$ cat src/rtl/power_spectrum_unit.sv
// Streaming power-spectrum stage: |X[k]|^2 through a two-stage pipeline into a
// first-word-fall-through FIFO, with per-frame peak tracking on FIFO writes.
module power_spectrum_unit #(
  parameter int unsigned FIFO_DEPTH = 8,
  parameter int unsigned IDX_WIDTH  = 12
) (
  input  logic                 clk,
  input  logic                 nrst,
  input  logic                 i_clear,
  input  logic                 i_bin_valid,
  input  logic [31:0]          i_bin_data,
  input  logic [IDX_WIDTH-1:0] i_bin_index,
  input  logic                 i_bin_last,
  output logic                 o_bin_ready,
  output logic                 o_pwr_valid,
  input  logic                 i_pwr_ready,
  output logic [31:0]          o_pwr_data,
  output logic [IDX_WIDTH-1:0] o_pwr_index,
  output logic                 o_pwr_last,
  output logic                 o_peak_valid,
  output logic [IDX_WIDTH-1:0] o_peak_index,
  output logic [31:0]          o_peak_value
);

  localparam int unsigned PtrW = $clog2(FIFO_DEPTH);
  localparam int unsigned CntW = PtrW + 1;
  localparam int unsigned OccW = CntW + 1;
  localparam logic [OccW-1:0] DepthOcc = OccW'(FIFO_DEPTH);

  typedef enum logic [1:0] {StIdle, StActive, StDone} peak_state_e;

  logic                 flush;
  logic                 accept;
  logic                 fifo_wr;
  logic                 fifo_rd;
  logic [OccW-1:0]      occupancy;
  logic signed [31:0]   re_ext;
  logic signed [31:0]   im_ext;
  logic signed [31:0]   re_sq;
  logic signed [31:0]   im_sq;

  logic                 s1_valid_q;
  logic [31:0]          s1_re_sq_q;
  logic [31:0]          s1_im_sq_q;
  logic [IDX_WIDTH-1:0] s1_index_q;
  logic                 s1_last_q;

  logic                 s2_valid_q;
  logic [31:0]          s2_sum_q;
  logic [IDX_WIDTH-1:0] s2_index_q;
  logic                 s2_last_q;

  logic [31:0]          mem_data  [FIFO_DEPTH];
  logic [IDX_WIDTH-1:0] mem_index [FIFO_DEPTH];
  logic                 mem_last  [FIFO_DEPTH];
  logic [PtrW-1:0]      wr_ptr_q;
  logic [PtrW-1:0]      rd_ptr_q;
  logic [CntW-1:0]      count_q;

  peak_state_e          peak_state_q;
  logic                 peak_valid_q;
  logic [IDX_WIDTH-1:0] peak_index_q;
  logic [31:0]          peak_value_q;

  assign flush = !nrst || i_clear;

  // Credit counts every bin already committed downstream, so the FIFO can never overflow.
  assign occupancy   = OccW'(count_q) + OccW'(s1_valid_q) + OccW'(s2_valid_q);
  assign o_bin_ready = !flush && (occupancy < DepthOcc);
  assign accept      = i_bin_valid && o_bin_ready;

  assign re_ext = {{16{i_bin_data[31]}}, i_bin_data[31:16]};
  assign im_ext = {{16{i_bin_data[15]}}, i_bin_data[15:0]};
  assign re_sq  = re_ext * re_ext;
  assign im_sq  = im_ext * im_ext;

  always_ff @(posedge clk) begin
    if (flush) begin
      s1_valid_q <= 1'b0;
    end else begin
      s1_valid_q <= accept;
      if (accept) begin
        s1_re_sq_q <= re_sq;
        s1_im_sq_q <= im_sq;
        s1_index_q <= i_bin_index;
        s1_last_q  <= i_bin_last;
      end
    end
  end

  always_ff @(posedge clk) begin
    if (flush) begin
      s2_valid_q <= 1'b0;
    end else begin
      s2_valid_q <= s1_valid_q;
      if (s1_valid_q) begin
        s2_sum_q   <= s1_re_sq_q + s1_im_sq_q;
        s2_index_q <= s1_index_q;
        s2_last_q  <= s1_last_q;
      end
    end
  end

  assign fifo_wr     = s2_valid_q && !flush;
  assign o_pwr_valid = (count_q != '0);
  assign fifo_rd     = o_pwr_valid && i_pwr_ready && !flush;

  // Head is masked so an empty FIFO presents zeros rather than stale storage.
  assign o_pwr_data  = o_pwr_valid ? mem_data[rd_ptr_q]  : '0;
  assign o_pwr_index = o_pwr_valid ? mem_index[rd_ptr_q] : '0;
  assign o_pwr_last  = o_pwr_valid ? mem_last[rd_ptr_q]  : 1'b0;

  always_ff @(posedge clk) begin
    if (fifo_wr) begin
      mem_data[wr_ptr_q]  <= s2_sum_q;
      mem_index[wr_ptr_q] <= s2_index_q;
      mem_last[wr_ptr_q]  <= s2_last_q;
    end
  end

  always_ff @(posedge clk) begin
    if (flush) begin
      wr_ptr_q <= '0;
      rd_ptr_q <= '0;
      count_q  <= '0;
    end else begin
      if (fifo_wr) wr_ptr_q <= wr_ptr_q + PtrW'(1);
      if (fifo_rd) rd_ptr_q <= rd_ptr_q + PtrW'(1);
      unique case ({fifo_wr, fifo_rd})
        2'b10:   count_q <= count_q + CntW'(1);
        2'b01:   count_q <= count_q - CntW'(1);
        default: count_q <= count_q;
      endcase
    end
  end

  always_ff @(posedge clk) begin
    if (flush) begin
      peak_state_q <= StIdle;
      peak_valid_q <= 1'b0;
      peak_index_q <= '0;
      peak_value_q <= '0;
    end else if (fifo_wr) begin
      unique case (peak_state_q)
        StIdle, StDone: begin
          // First bin of a new frame seeds the running maximum.
          peak_value_q <= s2_sum_q;
          peak_index_q <= s2_index_q;
          peak_valid_q <= s2_last_q;
          peak_state_q <= s2_last_q ? StDone : StActive;
        end
        StActive: begin
          if (s2_sum_q > peak_value_q) begin
            peak_value_q <= s2_sum_q;
            peak_index_q <= s2_index_q;
          end
          if (s2_last_q) begin
            peak_valid_q <= 1'b1;
            peak_state_q <= StDone;
          end
        end
        default: peak_state_q <= StIdle;
      endcase
    end
  end

  assign o_peak_valid = peak_valid_q;
  assign o_peak_index = peak_index_q;
  assign o_peak_value = peak_value_q;

endmodule

$ cat config.mk
export PLATFORM = sky130hd
export DESIGN_NAME = power_spectrum_unit
export DESIGN_NICKNAME = d
export VERILOG_FILES = /design/src/rtl/power_spectrum_unit.sv
export SDC_FILE = /design/constraint.sdc
export NUM_CORES = 2
export LEC_CHECK = 0
export BUFFER_PORTS_ARGS = -buffer_cell sky130_fd_sc_hd__buf_2
export CORE_AREA = 2 2 359 254
export CTS_BUF_LIST = sky130_fd_sc_hd__clkbuf_2 sky130_fd_sc_hd__clkbuf_4 sky130_fd_sc_hd__clkbuf_8
export DETAILED_ROUTE_END_ITERATION = 16
export DIE_AREA = 0 0 361 256
export GPL_ROUTABILITY_DRIVEN = 0
export GPL_TIMING_DRIVEN = 0
export HOLD_SLACK_MARGIN = 0.08
export SLEW_MARGIN = 30
export SYNTH_ARGS = -nofsm -noshare
export SYNTH_HDL_FRONTEND = slang
export SYNTH_SLANG_ARGS = --single-unit
export TNS_END_PERCENT = 5
$ cat constraint.sdc
create_clock -name clk -period 8.5 [get_ports clk]
set_clock_uncertainty 0.15 [all_clocks]
set_input_delay 0.425 -clock clk [delete_from_list [all_inputs] [get_ports clk]]
set_output_delay 0.425 -clock clk [all_outputs]
set_load 0.005 [all_outputs]
==> metrics.txt <==
Hold Startpoint=s1_index_q[4]; most frequent cells after synthesis=inv_1 (697), edfxtp_1 (480), fa_1 (473); initial antenna violation count=6; relative slew slack=0.378; worst path cell trace=dlygate4sd3_1, buf_2, clkbuf_1, clkbuf_1, nand2_1, fa_1, inv_1, fa_1, fa_1, inv_1, fa_1, fa_1, fa_1, inv_1, ha_1, a21o_1, a21oi_1, a2bb2oi_1, a31oi_1, a31oi_1, o21ai_0, o2111ai_1, a31o_2, xnor2_1; count leader, synth=inv_1; measured slew at the worst slew-check pin=~0.93 ns; Vert. Die Dim=between 200 and 300 microns; post-synthesis instance total=~3200; port buffer count=138; post-synthesis sequential area ratio=0.393; CP Data Required Time=~9 ns; syn avg cell area=between 10 and 15 sq um; Overflow after GRT=0; power per cell area=431 nW/um^2; dpl cell area=around 43000 sq um; mean routed wirelength per cell=between 15 and 20 microns; cell type with the highest aggregate area in the netlist=edfxtp_1; Initial Util=0.446; CTS tree=done; Comb power frac=0.681; CTS Buf Count=84; worst flop-to-flop path startpoint=s1_im_sq_q[3]; post-CTS resize count=0; Yosys top cell area share=0.362; post-route minimum period=between 7 and 8 ns; setup_tns=0 ns; setup bufs post-CTS=0; LEAKAGE=18.6 nW; RSZ-0062 raised after global routing=no; Synth Cell Area=~40000 sq um; final hold viol count=0; WP data arrival=7.87 ns; Hold Path Stages=0; total number of vias=about 24000; Pre-antenna DRT Iters=5; Core Box Area=about 89000 sq um; final setup vio count=0; Switch Pwr=between 8 and 9 mW; crit path kind=in2reg; Max H-tree Level=3; Post-Route WL=about 90000 microns; status=finished, final reports clean; CP max FO=10; FF-to-FF path depth=10; Ys Warns=0; critical path's slowest cell=fa_1; Clk pwr share=0.114; die area=just over 90000 sq um; Synth Register Bits=between 500 and 600; Ports=142; most used cell, CP=fa_1; total power=~19 mW; period utilisation layout=0.894; max incr delay on CP=0.56 ns; layout cell share with drive strength beyond 1=0.153; Area contributors post-synth=edfxtp_1 (36%), fa_1 (24%), ha_1 (7.6%); Sink Count=542; asr flop ratio synth=0; CTS root buf=clkbuf_8; all-layer global routing usage=0.203; maxcap violations=0; vias in the first global route=between 20000 and 25000; fin area=44500 sq um; largest net degree at the start of global routing=35; Syn Nets=3962; sequential share of power=0.205; Fmax=about 0.13 GHz; Routed Antenna Nets=0; Clk pin slew, worst setup/hold paths=~0.060 ns; Final Max Tran Viols=0; kind of end point of the critical path=flip-flop; reg2reg setup slack=4.32 ns; Critical Path Start Type=input pin; initial drt markers=1909; clk_lat worst skew=between 0.6 and 0.7 ns; switching fraction of total power=0.442; synth unique cells=57; DR DRC count=0; Bufs on Longest Clock Path=3; ys flop type=edfxtp_1; hold worst-path end=s2_index_q[4]; die width=361 microns; Reg2Reg Capture Point=s2_sum_q[31]; worst hold path class=reg2reg; Internal=10.7 mW; Peak VDD IR=around 0.6 mV; EDFF count, synth=480; Vias/cell=5.07; DP Wirelength=around 71000 microns; global-route wire length before repair=145000 microns; area added between synthesis and finish=11.9%; num rows=just over 90; fin nets=roughly 4200
kinds of logic (layout without fill, tap and decap cells):
logic type      count (synthesis)  after routing  synth area share
xor+xnor                      122            122            0.0269
simple gates                  563            563            0.0709
fa+ha+maj                     716            716             0.314
flops                         542            542             0.393
compound gates                317            317            0.0526
mux                           138            138            0.0631
buf+inv                       798           1142            0.0786
other cells                     0              1                 0
how the worst max path moves through the flow:
stage,start,to,slack [ns],cells after the start
final,i_bin_data[1],s1_im_sq_q[31],0.90,24
after global routing,i_bin_data[1],s1_im_sq_q[31],0.63,24
after CTS,i_bin_data[17],s1_re_sq_q[30],1.27,23
after detailed placement,i_bin_data[5],s1_im_sq_q[31],0.72,22
after global placement,nrst,mem_data[4][29],-0.15,4
after floorplan,i_bin_data[4],s1_im_sq_q[31],2.10,22
metal layers:
metal | global-route usage | wire length, microns | share of wire | vias up
met5 | 0 | 16 | 0.00018 | -
met4 | 0.0317 | 1090 | 0.012 | 2
met3 | 0.0313 | 5480 | 0.060 | 93
met2 | 0.326 | 42400 | 0.47 | 634
met1 | 0.300 | 42100 | 0.46 | 12100
li1 | - | - | - | 11000
layout make-up:
class | instances | area [sq um]
inverter | 697 | 2620
sequential | 542 | 15700
tap | 1175 | 1470
timing repair buffer | 195 | 1520
buffer | 101 | 523
fill | 7923 | 44700
antenna | 1 | 2.50
clock inverter | 24 | 163
multi-input combinational | 1856 | 21100
clock buffer | 125 | 1510
power groups by stage:
stage               sequential (mW)  clock, mW  combinational (mW)
floorplan                      3.95          0                10.2
global placement               3.99          0                13.0
finish                         3.93       2.20                13.1
CTS                            3.94       2.25                13.2
detailed placement             3.99          0                13.2
global route                   3.94       2.36                15.1
stage by stage:
stage	hold slack (ns)	cells	utilization	setup WS, ns
global placement	0.253	4509	0.470	-0.155
CTS	0.0880	4714	0.499	1.27
finish	0.257	4716	0.499	0.898
floorplan	0.250	3196	-	2.10
global route	0.194	4716	0.499	0.635
detailed placement	0.257	4545	0.478	0.719
cell usage in the layout, fill, tap and decap left out, types with 14 or more instances in the layout:
| cell | instances |
|---|---|
| a21o_1 | 38 |
| a21oi_1 | 79 |
| a21oi_2 | 40 |
| and2_1 | 81 |
| buf_1 | 14 |
| buf_16 | 15 |
| buf_2 | 144 |
| clkbuf_1 | 65 |
| clkbuf_4 | 34 |
| clkbuf_8 | 91 |
| dfxtp_1 | 62 |
| dlygate4sd3_1 | 21 |
| edfxtp_1 | 480 |
| fa_1 | 473 |
| ha_1 | 243 |
| inv_1 | 697 |
| mux2i_1 | 47 |
| mux4_2 | 90 |
| nand2_1 | 181 |
| nand2b_1 | 17 |
| nand3_1 | 24 |
| nand3_2 | 40 |
| nor2_1 | 143 |
| nor2b_1 | 16 |
| o21ai_0 | 39 |
| o21ai_1 | 40 |
| xnor2_1 | 86 |
| xor2_1 | 36 |
state kept, by name, summed over array words and instances (netlist names), named ones only:
signal,cells
s2_index_q,12
peak_state_q,2
s1_im_sq_q,31
count_q,4
o_peak_index,12
s1_valid_q,1
s2_valid_q,1
s1_re_sq_q,31
mem_last,8
mem_data,256
s1_index_q,12
wr_ptr_q,3
s2_sum_q,32
mem_index,96
s2_last_q,1
rd_ptr_q,3
o_peak_valid,1
o_peak_value,32
s1_last_q,1
critical path, delay by kind of cell:
kind | cells | cell delay, ns
XOR/XNOR | 1 | 0.07
AND/OR/NAND/NOR | 1 | 0.20
buffers and inverters | 7 | 1.59
adder cells (fa/ha/maj) | 7 | 3.39
AO/OA/AOI/OAI | 8 | 2.19
what timing repair did:
| item | in CTS | in global routing |
|---|---|---|
| hold buffers | 20 | 1 |
| hold endpoints to repair | 27 | 1 |
| endpoints found under the setup margin | 0 | 0 |
Note: power is estimated with default switching activity, not from simulation.
